### src/rtl/ps2_pkg.sv
// rtl/ps2_pkg.sv - shared scan codes, receiver states and hex-key decode for the PS/2 hex entry block
package ps2_pkg;

  localparam int TIMEOUT_CYCLES_DEFAULT = 50000;

  localparam logic [7:0] SC_EXTENDED  = 8'hE0;
  localparam logic [7:0] SC_BREAK     = 8'hF0;
  localparam logic [7:0] SC_ENTER     = 8'h5A;
  localparam logic [7:0] SC_BACKSPACE = 8'h66;

  localparam logic [7:0] SC_0 = 8'h45;
  localparam logic [7:0] SC_1 = 8'h16;
  localparam logic [7:0] SC_2 = 8'h1E;
  localparam logic [7:0] SC_3 = 8'h26;
  localparam logic [7:0] SC_4 = 8'h25;
  localparam logic [7:0] SC_5 = 8'h2E;
  localparam logic [7:0] SC_6 = 8'h36;
  localparam logic [7:0] SC_7 = 8'h3D;
  localparam logic [7:0] SC_8 = 8'h3E;
  localparam logic [7:0] SC_9 = 8'h46;
  localparam logic [7:0] SC_A = 8'h1C;
  localparam logic [7:0] SC_B = 8'h32;
  localparam logic [7:0] SC_C = 8'h21;
  localparam logic [7:0] SC_D = 8'h23;
  localparam logic [7:0] SC_E = 8'h24;
  localparam logic [7:0] SC_F = 8'h2B;

  typedef enum logic [1:0] {
    RX_IDLE   = 2'd0,
    RX_DATA   = 2'd1,
    RX_PARITY = 2'd2,
    RX_STOP   = 2'd3
  } rx_state_t;

  typedef struct packed {
    logic       hit;
    logic [3:0] nibble;
  } hex_key_t;

  function automatic hex_key_t hex_decode(input logic [7:0] code);
    hex_key_t k;
    k.hit    = 1'b1;
    k.nibble = 4'h0;
    case (code)
      SC_0:    k.nibble = 4'h0;
      SC_1:    k.nibble = 4'h1;
      SC_2:    k.nibble = 4'h2;
      SC_3:    k.nibble = 4'h3;
      SC_4:    k.nibble = 4'h4;
      SC_5:    k.nibble = 4'h5;
      SC_6:    k.nibble = 4'h6;
      SC_7:    k.nibble = 4'h7;
      SC_8:    k.nibble = 4'h8;
      SC_9:    k.nibble = 4'h9;
      SC_A:    k.nibble = 4'hA;
      SC_B:    k.nibble = 4'hB;
      SC_C:    k.nibble = 4'hC;
      SC_D:    k.nibble = 4'hD;
      SC_E:    k.nibble = 4'hE;
      SC_F:    k.nibble = 4'hF;
      default: k.hit    = 1'b0;
    endcase
    return k;
  endfunction

endpackage

### src/rtl/ps2_rx.sv
// rtl/ps2_rx.sv - PS/2 frame receiver: synchronizers, falling-edge detect, framing FSM, inter-edge timeout
module ps2_rx
  import ps2_pkg::*;
#(
  parameter int TIMEOUT_CYCLES = TIMEOUT_CYCLES_DEFAULT
) (
  input  logic       clk,
  input  logic       reset,
  input  logic       ps2_clk,
  input  logic       ps2_data,
  output logic [7:0] data_byte,
  output logic       byte_strobe,
  output logic       error
);

  localparam int TW = $clog2(TIMEOUT_CYCLES + 1);

  logic clk_s1, clk_s2, clk_prev;
  logic data_s1, data_s2;
  logic fall;

  rx_state_t state, state_n;
  logic [2:0]    bit_cnt, bit_cnt_n;
  logic [7:0]    shift, shift_n;
  logic          par, par_n;
  logic [TW-1:0] tmo, tmo_n;
  logic          strobe_n, err_n;

  always_ff @(posedge clk) begin
    if (!reset) begin
      clk_s1   <= 1'b1;
      clk_s2   <= 1'b1;
      clk_prev <= 1'b1;
      data_s1  <= 1'b1;
      data_s2  <= 1'b1;
    end else begin
      clk_s1   <= ps2_clk;
      clk_s2   <= clk_s1;
      clk_prev <= clk_s2;
      data_s1  <= ps2_data;
      data_s2  <= data_s1;
    end
  end

  assign fall = clk_prev & ~clk_s2;

  always_ff @(posedge clk) begin
    if (!reset) begin
      state       <= RX_IDLE;
      bit_cnt     <= 3'd0;
      shift       <= 8'h00;
      par         <= 1'b0;
      tmo         <= '0;
      byte_strobe <= 1'b0;
      error       <= 1'b0;
    end else begin
      state       <= state_n;
      bit_cnt     <= bit_cnt_n;
      shift       <= shift_n;
      par         <= par_n;
      tmo         <= tmo_n;
      byte_strobe <= strobe_n;
      error       <= err_n;
    end
  end

  always_comb begin
    state_n   = state;
    bit_cnt_n = bit_cnt;
    shift_n   = shift;
    par_n     = par;
    strobe_n  = 1'b0;
    err_n     = 1'b0;
    tmo_n     = (state == RX_IDLE || fall) ? '0 : tmo + TW'(1);

    case (state)
      RX_IDLE: begin
        if (fall && !data_s2) begin
          state_n   = RX_DATA;
          bit_cnt_n = 3'd0;
          par_n     = 1'b0;
        end
      end
      RX_DATA: begin
        if (fall) begin
          shift_n   = {data_s2, shift[7:1]};
          par_n     = par ^ data_s2;
          bit_cnt_n = bit_cnt + 3'd1;
          if (bit_cnt == 3'd7) state_n = RX_PARITY;
        end
      end
      RX_PARITY: begin
        if (fall) begin
          par_n   = par ^ data_s2;
          state_n = RX_STOP;
        end
      end
      RX_STOP: begin
        if (fall) begin
          state_n = RX_IDLE;
          // par now covers data plus parity bit; a good frame has an odd total
          if (data_s2 && par) strobe_n = 1'b1;
          else                err_n    = 1'b1;
        end
      end
      default: state_n = RX_IDLE;
    endcase

    if (state != RX_IDLE && !fall && tmo == TW'(TIMEOUT_CYCLES - 1)) begin
      state_n = RX_IDLE;
      err_n   = 1'b1;
      tmo_n   = '0;
    end
  end

  assign data_byte = shift;

endmodule

### src/rtl/ps2_hex_entry.sv
// rtl/ps2_hex_entry.sv - PS/2 keyboard hex operand entry: digits, backspace and enter build a 16-bit value
module ps2_hex_entry
  import ps2_pkg::*;
#(
  parameter int TIMEOUT_CYCLES = TIMEOUT_CYCLES_DEFAULT
) (
  input  logic        clk,
  input  logic        reset,
  input  logic        ps2_clk,
  input  logic        ps2_data,
  output logic [15:0] value,
  output logic        value_valid,
  output logic [2:0]  digit_count,
  output logic        frame_error
);

  logic [7:0]  rx_byte;
  logic        rx_strobe;
  logic        rx_error;
  logic [15:0] entry;
  logic        break_pending;
  hex_key_t    key;

  ps2_rx #(
    .TIMEOUT_CYCLES(TIMEOUT_CYCLES)
  ) u_rx (
    .clk        (clk),
    .reset      (reset),
    .ps2_clk    (ps2_clk),
    .ps2_data   (ps2_data),
    .data_byte  (rx_byte),
    .byte_strobe(rx_strobe),
    .error      (rx_error)
  );

  assign key         = hex_decode(rx_byte);
  assign frame_error = rx_error;

  always_ff @(posedge clk) begin
    if (!reset) begin
      value         <= 16'h0000;
      value_valid   <= 1'b0;
      digit_count   <= 3'd0;
      entry         <= 16'h0000;
      break_pending <= 1'b0;
    end else begin
      value_valid <= 1'b0;
      if (rx_strobe) begin
        // E0 is transparent so keypad keys decode like their main-block twins
        if (rx_byte == SC_EXTENDED) begin
          break_pending <= break_pending;
        end else if (rx_byte == SC_BREAK) begin
          break_pending <= 1'b1;
        end else if (break_pending) begin
          break_pending <= 1'b0;
        end else if (key.hit) begin
          entry <= {entry[11:0], key.nibble};
          if (digit_count != 3'd4) digit_count <= digit_count + 3'd1;
        end else if (rx_byte == SC_BACKSPACE) begin
          entry <= entry >> 4;
          if (digit_count != 3'd0) digit_count <= digit_count - 3'd1;
        end else if (rx_byte == SC_ENTER && digit_count != 3'd0) begin
          value       <= entry;
          value_valid <= 1'b1;
          entry       <= 16'h0000;
          digit_count <= 3'd0;
        end
      end
    end
  end

endmodule

### config.mk
export PLATFORM = sky130hd
export DESIGN_NAME = ps2_hex_entry
export DESIGN_NICKNAME = d
export VERILOG_FILES = /design/src/rtl/ps2_pkg.sv /design/src/rtl/ps2_rx.sv /design/src/rtl/ps2_hex_entry.sv
export SDC_FILE = /design/constraint.sdc
export NUM_CORES = 1
export LEC_CHECK = 0
export CAP_MARGIN = 20
export CORE_UTILIZATION = 45
export DETAILED_ROUTE_END_ITERATION = 8
export SETUP_SLACK_MARGIN = 0.3
export SYNTH_ARGS = -nofsm -noshare
export SYNTH_HDL_FRONTEND = slang
export SYNTH_SLANG_ARGS = --single-unit
### constraint.sdc
create_clock -name clk -period 8.32 [get_ports clk]
set_clock_uncertainty 0.15 [all_clocks]
set_input_delay 1.664 -clock clk [delete_from_list [all_inputs] [get_ports clk]]
set_output_delay 1.664 -clock clk [all_outputs]
set_load 0.02 [all_outputs]
==> impl_results.md, run 1 <==
* Root buffer cell: clkbuf_8
* Global-route wire length before repair at 12300 um
* Setup_tns at 0 ps
* Pwr dens at 179 mW/mm2
* Sequential share of the synthesized area at 42.3%
* Remaining Overflow, GRT at 0
* Post-Synthesis Cells at 405
* I/O Buffers at 24
* F_max at 0.298 GHz
* Final Instance Area at 0.00396 mm2
* Worst slack at placement at 4590 ps
* Die area at 0.00814 mm2
* CTS sink cnt at 74
* Synth Flop Type: dfxtp_1
* WL/cell at 13.5 um
* Worst Hold Class: flop to flop
* Residual DRC count at 0
* Largest cells by area after synthesis: dfxtp_1 42%, nor2_1 6.5%, mux2i_1 5.7%
* H-tree depth at 3
* Layout cells sized above 1 at 5.25%
* Max-slew headroom at 37.9%
* Initial antenna violation count at 0
* RSZ-0062 raised after global routing: false
* Post-synth top area cell: dfxtp_1
* Status: complete, no violations
* Flops & latches, synth at 74
* DIE WIDTH at 90.2 um
* Initial detailed-routing violation count at 170
* Die height at 90.2 um
* Synth Warn # at 0
* Distinct cells, synth at 50
* Post-CTS setup buffers at 0
* Largest net degree at the start of global routing at 33
* Syn_nets at 420
* Leading cell types by count after synthesis: 74 x dfxtp_1, 61 x nor2_1, 32 x nand2_1, 21 x nand3_1
* Total track usage at 18.6%
* Antenna cells at 0
* Final nets at 430
* Ys async rst share at 0%
* Worst-Skew Late Latency at 340 ps
* Clock buffer count from CTS at 9
* Final hold vios at 0
* Peak supply drop at 0.0978 mV
* CP endpoint kind: flop
* Critical Path RT at 8390 ps
* Max-cap viol count at 0
* CTS max path bufs at 2
* Post-DP HPWL at 4700 um
* Avg Inst Size Synth at 8.64 um2
* Actual slew at the worst max-slew pin at 919 ps
* Vias at 2799
* Core area at 0.00737 mm2
* Data arrival time of the worst path at 3420 ps
* DR pass1 iterations at 5
* CP Class: input port to flop
* # rows at 31
* Slew Viols, Final at 0
* CTS tree: yes
* Final setup fails at 0
* Antenna-violating nets left at 0
* Syn Std Cell Area at 0.00350 mm2
* Clock transition at the registers of the reported paths at 70 ps
* Worst setup margin at 4970 ps
* Min Clock Period, post-route at 3350 ps
* GPL Wtd Cong at 0.809
* CP startpoint kind: input port
* Synth top area share at 42.3%
* Crit share post-route at 40.3%
* Core Util, Final at 53.7%
* Synth-to-layout area growth at 13.0%
* # resized after CTS at 0
* Count leader, synth: dfxtp_1
* Initial Utilization at 47.5%
* Max FO, Critical Path at 26
* Routed WL at 6970 um
* EDFF count, synth at 0
* Pleak at 1.40 nW
* Vias in the first global route at 2550
* Post-CTS Hold Buffers at 0
* Pwr Total at 0.710 mW
* Boundary Pins at 25
* Number of vias per cell at 5.40
* Placed cell area at 0.00373 mm2
-- power breakdown --
| part | internal [mW] | switching, mW |
|---|---|---|
| Combinational | 0.0148 | 0.0308 |
| Sequential | 0.359 | 0.00380 |
| Clock | 0.175 | 0.127 |
| Total | 0.548 | 0.161 |
-- worst max-delay path: stages --
cell and delay, ps:
clkdlybuf4s50_1 600, inv_1 640, buf_4 420, nor2_1 90
-- cells in the final DEF, fill, tap and decap left out, types with 3 or more instances in the layout --
cell,n
a31oi_1,3
o21ai_0,8
nor4_1,3
ha_1,11
xor2_1,6
clkbuf_8,10
nor3_1,9
xnor2_1,10
mux2i_1,20
nand2_1,32
a22oi_1,10
nor4b_1,4
nor2_1,61
nand4_1,6
and4b_1,3
dfxtp_1,74
nand3b_1,4
clkdlybuf4s50_1,24
nand2b_1,13
nand3_1,21
nor2b_1,6
a21oi_1,20
inv_1,12
a211oi_1,14
-- metal layers --
metal	global-route usage [%]	part of all wire (%)	routed length, um
met4	6.05	0.30	21
met3	4.65	3.8	265
met1	26.1	51	3570
met5	0	0	0
met2	27.8	45	3110
-- worst paths after layout --
kind	startpoint	to	slack (ps)	depth (start not counted)
worst max-delay path	reset	value[6]$_SDFFE_PN0P_	4970	4
worst min-delay path	u_rx.data_s1$_SDFF_PN1_	u_rx.data_s2$_SDFF_PN1_	260	1
worst max register to register	u_rx.data_byte[5]$_SDFFE_PN0P_	digit_count[2]$_SDFFE_PN0P_	5080	7
worst min register to register	u_rx.data_s1$_SDFF_PN1_	u_rx.data_s2$_SDFF_PN1_	260	1
-- logic make-up (layout without fill, tap and decap cells) --
family	count (synthesis)	count (layout)	synth area share (%)
AOI/OAI and AO/OA	73	73	14.2
xor gates and xnor gates	16	16	4.00
adders and majority gates	11	11	3.93
buffers and inverters	39	53	5.54
DFF	74	74	42.3
muxes	20	20	5.72
and+or+nand+nor	172	172	24.3
-- metrics by stage --
step | std cells | hold WS (ps)
after detailed placement | 502 | 245
after floorplan | 405 | 236
after global placement | 502 | 243
final | 518 | 262
after CTS | 517 | 267
after global routing | 518 | 298
-- layout make-up --
type	instances	area, um2
clock buffer	10	138
clock inverter	5	78.8
fill	691	3410
inverter	12	45.0
multi-input combinational	292	1830
sequential	74	1480
tap	99	124
timing repair buffer	26	259
-- registers in the layout (all words and copies together), names as in the netlist --
name,count
u_rx.data_s2,1
value,16
u_rx.bit_cnt,3
u_rx.data_s1,1
u_rx.byte_strobe,1
entry,16
u_rx.state,2
u_rx.error,1
break_pending,1
u_rx.data_byte,8
u_rx.clk_s1,1
u_rx.clk_s2,1
u_rx.par,1
u_rx.tmo,16
digit_count,3
value_valid,1
u_rx.clk_prev,1
Note: power is estimated with default switching activity, not from simulation.
==> run 2: changes to the inputs <==
clock period = 3.27 ns   (was 8.32 ns; I/O delays follow)
==> run 2 against run 1 <==
Via count up 1.9%. Critical endpoint is now entry[1]$_SDFFE_PN0P_. Sequential power rose to 2.5 times the previous value. Final cell count up 1.7%. Global-route usage about the same. Utilization grew 1.1 points. Clock power grew 150%. Critical path type is now flop to flop.
==> impl_results.md, run 2 (synthesized netlist as in run 1, its figures left out) <==
* Status: complete, no violations (unchanged)
* H-tree depth at 3 (unchanged)
* Largest net degree at the start of global routing at 49 (was 33)
* WHS at 259 ps (was 262 ps)
* Post-DP HPWL at 4840 um (was 4700 um)
* Min-Delay Path Depth at 1 (unchanged)
* Antenna-violating nets left at 0 (unchanged)
* Routed WL at 7240 um (was 6970 um)
* Min Clock Period, post-route at 2790 ps
* Top Registers: entry (16), u_rx.tmo (16), value (16) (unchanged)
* Max FO, Critical Path at 19 (was 26)
* Pleak at 1.44 nW (was 1.40 nW)
* DR pass1 iterations at 5 (unchanged)
* CP Class: flop to flop (was input port to flop)
* Antenna cells at 0 (unchanged)
* Final setup fails at 0 (unchanged)
* Total track usage at 18.6% (about the same)
* Synth-to-layout area growth at 15.3% (was 13.0%)
* CTS sink cnt at 74 (unchanged)
* Crit share post-route at 85.4%
* Worst slack at placement at 368 ps (was 4590 ps)
* Clock transition at the registers of the reported paths at 80 ps (was 70 ps)
* Vias at 2852 (was 2799)
* Number of vias per cell at 5.41 (was 5.40)
* Critical Path RT at 3380 ps (was 8390 ps)
* CP bufs+invs at 0 (was 3)
* Core area at 0.00737 mm2 (unchanged)
* CP Depth at 6 (was 4)
* Worst Hold Class: flop to flop (unchanged)
* Layout cells sized above 1 at 7.71% (was 5.25%)
* CP startpoint kind: flop (was input port)
* Die height at 90.2 um (unchanged)
* Initial Utilization at 47.5% (unchanged)
* Setup_tns at 0 ps (unchanged)
* Worst-Skew Late Latency at 340 ps (about the same)
* Max-cap viol count at 0 (unchanged)
* I/O Buffers at 24 (unchanged)
* Most frequent cells in the layout: 73 x dfxtp_1, 61 x nor2_1, 32 x nand2_1, 24 x clkdlybuf4s50_1, 21 x nand3_1 (was 74 x dfxtp_1, 61 x nor2_1, 32 x nand2_1, 24 x clkdlybuf4s50_1, 21 x nand3_1)
* Max-slew headroom at 51.9% (was 37.9%)
* Final nets at 440 (was 430)
* Slew Viols, Final at 0 (unchanged)
* Top delay family on crit path: compound AO/OA/AOI/OAI gates (was buffers and inverters)
* DIE WIDTH at 90.2 um (unchanged)
* Boundary Pins at 25 (unchanged)
* Data arrival time of the worst path at 2900 ps (was 3420 ps)
* Critical-path top delay cell: or4_4 (was inv_1)
* RSZ-0062 raised after global routing: false (unchanged)
* Vias in the first global route at 2570 (was 2550)
* # rows at 31 (unchanged)
* CTS tree: yes (unchanged)
* CP endpoint kind: flop (unchanged)
* CP max stage delay at 650 ps (was 640 ps)
* Initial detailed-routing violation count at 176 (was 170)
* Worst setup margin at 478 ps (was 4970 ps)
* Remaining Overflow, GRT at 0 (unchanged)
* Global-route wire length before repair at 12500 um (was 12300 um)
* Worst Reg-to-Reg Cells at 6 (was 7)
* GPL Wtd Cong at 0.814 (was 0.809)
* WL/cell at 13.7 um (was 13.5 um)
* Final hold vios at 0 (unchanged)
* Most common cell after layout, fill and taps aside: dfxtp_1 (unchanged)
* Die area at 0.00814 mm2 (unchanged)
* Crit-path cells: and3b_1 -> o2111a_1 -> a31o_1 -> or4_4 -> o31a_2 -> a211oi_1 (was clkdlybuf4s50_1 -> inv_1 -> buf_4 -> nor2_1)
* Initial antenna violation count at 0 (unchanged)
* Pwr dens at 444 mW/mm2 (was 179 mW/mm2)
* DP Cell Count at 512 (was 502)
* Peak supply drop at 0.268 mV (was 0.0978 mV)
* Fin cells at 527 (was 518)
* Actual slew at the worst max-slew pin at 715 ps (was 919 ps)
* Residual DRC count at 0 (unchanged)
* CTS max path bufs at 2 (unchanged)
* Clock buffer count from CTS at 9 (unchanged)
* Root buffer cell: clkbuf_8 (unchanged)
* F_max at 0.358 GHz
[run 2: cell type report]
class | instances | area, um2
fill | 701 | 3330
multi-input combinational | 293 | 1850
sequential | 74 | 1480
timing repair buffer | 35 | 335
clock buffer | 9 | 124
tap | 99 | 124
clock inverter | 5 | 81.3
inverter | 12 | 45.0
[run 2: path summary, 6_finish.rpt]
path                                                      from                endpoint  slack (ps)
worst max-delay path            u_rx.data_byte[0]$_SDFFE_PN0P_   entry[1]$_SDFFE_PN0P_         480
worst min-delay path                    u_rx.clk_s1$_SDFF_PN1_  u_rx.clk_s2$_SDFF_PN1_         260
worst max register to register  u_rx.data_byte[0]$_SDFFE_PN0P_   entry[1]$_SDFFE_PN0P_         480
worst min register to register          u_rx.clk_s1$_SDFF_PN1_  u_rx.clk_s2$_SDFF_PN1_         260
[run 2: power breakdown]
group | switching (mW) | total, mW | internal (mW)
registers | 0.00968 | 0.922 | 0.912
logic | 0.0819 | 0.123 | 0.0407
clock network | 0.328 | 0.749 | 0.421
total | 0.419 | 1.79 | 1.37
[run 2: stage by stage]
stage / util, % / total power [mW] / area, um2
global placement: 51.8 / 1.06 / 3820
detailed placement: 51.8 / 1.07 / 3820
global route: 54.8 / 1.88 / 4040
floorplan: - / 1.03 / 3500
finish: 54.8 / 1.79 / 4040
CTS: 54.6 / 1.82 / 4020
[run 2: repair_timing]
action | CTS | global route
endpoints found under the setup margin | 0 | 19
resized for setup | 0 | 2
hold endpoints to repair | 0 | 0
buffers inserted | 0 | 0
hold buffers | 0 | 0
[run 2: layer usage]
layer	routed length (um)	vias up	part of all wire [%]	GRT usage, %
li1	-	1463	-	-
met1	3740	1336	52	26.9
met2	3130	49	43	27.0
met3	303	4	4.2	5.58
met4	55	0	0.76	4.44
met5	0	-	0	0
==> run 3: changes to the inputs <==
CAP_MARGIN = default   (was 20)
CORE_UTILIZATION = 54   (was 45)
PLACE_DENSITY = 0.74   (was default)
==> run 3 against run 2 <==
Non-clock buffer count is 1 lower. Sequential cell count stayed put. Global-route usage is 5.4 points higher. Register-to-register slack hardly changed. Die area is 16% lower. Setup slack better by 15 ps. Clock-buffer cell count is 3 higher. Power is 7.5% higher.
==> impl_results.md, run 3 (synthesized netlist as in run 1, its figures left out) <==
* Status: complete, no violations (unchanged)
* Core area at 0.00610 mm2 (was 0.00737 mm2)
* Pwr dens at 479 mW/mm2 (was 444 mW/mm2)
* Worst Hold Class: flop to flop (unchanged)
* Layout cells sized above 1 at 8.18% (was 7.71%)
* Worst slack at placement at 422 ps (was 368 ps)
* Die area at 0.00681 mm2 (was 0.00814 mm2)
* RSZ-0062 raised after global routing: false (unchanged)
* Initial antenna violation count at 0 (unchanged)
* DR WL met3 at 312 um (was 303 um)
* Clock buffer count from CTS at 9 (unchanged)
* I/O Buffers at 24 (unchanged)
* Min Clock Period, post-route at 2780 ps (was 2790 ps)
* Worst r2r dst: digit_count[1]$_SDFFE_PN0P_ (was entry[1]$_SDFFE_PN0P_)
* CP endpoint kind: flop (unchanged)
* Die height at 82.5 um (was 90.2 um)
* Remaining Overflow, GRT at 0 (unchanged)
* Crit-path cells: and3b_1 -> o2111a_1 -> a31o_1 -> or4_4 -> o31a_4 -> a21oi_1 -> a311oi_2 (was and3b_1 -> o2111a_1 -> a31o_1 -> or4_4 -> o31a_2 -> a211oi_1)
* Area of the multi-input gates at 0.00184 mm2 (was 0.00185 mm2)
* Peak supply drop at 0.366 mV (was 0.268 mV)
* Crit share post-route at 84.9% (was 85.4%)
* Actual slew at the worst max-slew pin at 534 ps (was 715 ps)
* Top sig layer: met4 (unchanged)
* CP Class: flop to flop (unchanged)
* Critical-path top delay cell: or4_4 (unchanged)
* CTS sink cnt at 74 (unchanged)
* CTS tree: yes (unchanged)
* # rows at 28 (was 31)
* R2R Path Start: u_rx.data_byte[0]$_SDFFE_PN0P_ (unchanged)
* Top delay family on crit path: compound AO/OA/AOI/OAI gates (unchanged)
* Boundary Pins at 25 (unchanged)
* Initial Utilization at 57.4% (was 47.5%)
* Clock transition at the registers of the reported paths at 70 ps (was 80 ps)
* Total track usage at 24.0% (was 18.6%)
* CP bufs+invs at 0 (unchanged)
* Residual DRC count at 0 (unchanged)
* WL/cell at 14.6 um (was 13.7 um)
* Max FO, Critical Path at 32 (was 19)
* Most frequent cells in the layout: 70 x dfxtp_1, 61 x nor2_1, 32 x nand2_1, 24 x clkdlybuf4s50_1, 21 x nand3_1 (was 73 x dfxtp_1, 61 x nor2_1, 32 x nand2_1, 24 x clkdlybuf4s50_1, 21 x nand3_1)
* Final hold vios at 0 (unchanged)
* Final nets at 438 (was 440)
* Synth-to-layout area growth at 15.1% (was 15.3%)
* Register area at 0.00149 mm2 (was 0.00148 mm2)
* Register-to-register setup slack at 490 ps (was 480 ps)
* Metal2 WL at 3240 um (was 3130 um)
* CP startpoint kind: flop (unchanged)
* Slew Viols, Final at 0 (unchanged)
* Setup_tns at 0 ps (unchanged)
* Post-DP HPWL at 4850 um (was 4840 um)
* Number of vias per cell at 5.72 (was 5.41)
* Worst Reg-to-Reg Cells at 7 (was 6)
* Initial detailed-routing violation count at 252 (was 176)
* Antenna cells at 0 (unchanged)
* Fillers at 541 (was 701)
* Hold Path End: u_rx.clk_s2$_SDFF_PN1_ (unchanged)
* CP max stage delay at 590 ps (was 650 ps)
* Routed WL at 7340 um (was 7240 um)
* H-tree depth at 3 (unchanged)
* Antenna-violating nets left at 0 (unchanged)
* Largest net degree at the start of global routing at 34 (was 49)
* Vias in the first global route at 2625 (was 2570)
* Vias at 2876 (was 2852)
* Top Registers: entry (16), u_rx.tmo (16), value (16) (unchanged)
* Min-Delay Path Depth at 1 (unchanged)
* Most common cell after layout, fill and taps aside: dfxtp_1 (unchanged)
* Max-cap viol count at 0 (unchanged)
* Worst-Skew Late Latency at 360 ps (was 340 ps)
* Critical Path RT at 3330 ps (was 3380 ps)
* Pleak at 1.45 nW (was 1.44 nW)
* Root buffer cell: clkbuf_8 (unchanged)
* Min-delay src: u_rx.clk_s1$_SDFF_PN1_ (unchanged)
* Max-slew headroom at 63.9% (was 51.9%)
* Data arrival time of the worst path at 2840 ps (was 2900 ps)
* GPL Wtd Cong at 0.869 (was 0.814)
* DIE WIDTH at 82.5 um (was 90.2 um)
* Met1 Wirelength at 3660 um (was 3740 um)
* DR pass1 iterations at 5 (unchanged)
* F_max at 0.360 GHz (was 0.358 GHz)
* CTS max path bufs at 2 (unchanged)
* Worst setup margin at 493 ps (was 478 ps)
* Global-route wire length before repair at 12200 um (was 12500 um)
* Final setup fails at 0 (unchanged)
* Post-CTS Hold Buffers at 0 (unchanged)
## run 3: changes by cell type in the layout (fill, tap and decap cells not counted)
cell / change
dfxtp_1: -3
dfxtp_2: +3
clkbuf_8: +2
a22oi_1: +1
a22oi_2: -1
a311oi_1: -1
a311oi_2: +1
buf_12: -1
bufinv_16: +1
clkbuf_1: +1
clkinv_2: -1
clkinv_4: -1
o31a_2: -1
## run 3: through the flow
| step | util, % | std cells | power [mW] | hold slack, ps | area [um2] |
|---|---|---|---|---|---|
| 2_1_floorplan | - | 405 | 1.03 | 236 | 3500 |
| 3_3_place_gp | 61.8 | 487 | 1.06 | 240 | 3770 |
| 3_5_place_dp | 61.8 | 487 | 1.06 | 266 | 3770 |
| 4_1_cts | 65.9 | 503 | 1.94 | 282 | 4020 |
| 5_1_grt | 66.1 | 503 | 2.00 | 288 | 4030 |
| 6_report | 66.1 | 503 | 1.93 | 279 | 4030 |
## run 3: final cells by class
class | count | area share, %
clock buffer | 12 | 3.85
inverter | 12 | 1.12
timing repair buffer | 34 | 7.82
tap | 75 | 2.33
multi-input combinational | 292 | 45.6
clock inverter | 4 | 2.42
sequential | 74 | 36.9
## run 3: power breakdown
part | leakage [nW] | internal, mW | switching, mW
combinational | 0.732 | 0.0390 | 0.0812
clock | 0.123 | 0.549 | 0.337
sequential | 0.599 | 0.912 | 0.0102
total | 1.45 | 1.50 | 0.429
## run 3: how the worst max path moves through the flow
| stage | startpoint | end | slack [ps] | cells past startpoint |
|---|---|---|---|---|
| 6_report | u_rx.data_byte[0]$_SDFFE_PN0P_ | digit_count[1]$_SDFFE_PN0P_ | 490 | 7 |
| 5_1_grt | u_rx.data_byte[6]$_SDFFE_PN0P_ | digit_count[1]$_SDFFE_PN0P_ | 340 | 8 |
| 4_1_cts | u_rx.data_byte[1]$_SDFFE_PN0P_ | digit_count[1]$_SDFFE_PN0P_ | 320 | 6 |
| 3_5_place_dp | u_rx.data_byte[1]$_SDFFE_PN0P_ | digit_count[2]$_SDFFE_PN0P_ | 420 | 7 |
| 3_3_place_gp | u_rx.data_byte[1]$_SDFFE_PN0P_ | digit_count[2]$_SDFFE_PN0P_ | 470 | 7 |
| 2_1_floorplan | u_rx.data_byte[3]$_SDFFE_PN0P_ | digit_count[2]$_SDFFE_PN0P_ | 650 | 10 |
## run 3: what timing repair did
| item | 4_1_cts | 5_1_grt |
|---|---|---|
| setup buffers | 0 | 0 |
| gates resized for setup | 0 | 5 |
| endpoints found under the setup margin | 0 | 15 |
## run 3: metal layers
metal / global-route usage, % / vias up
met5: 0 / -
met4: 11.4 / 0
met3: 4.73 / 11
met2: 35.0 / 71
met1: 33.9 / 1340
li1: - / 1454
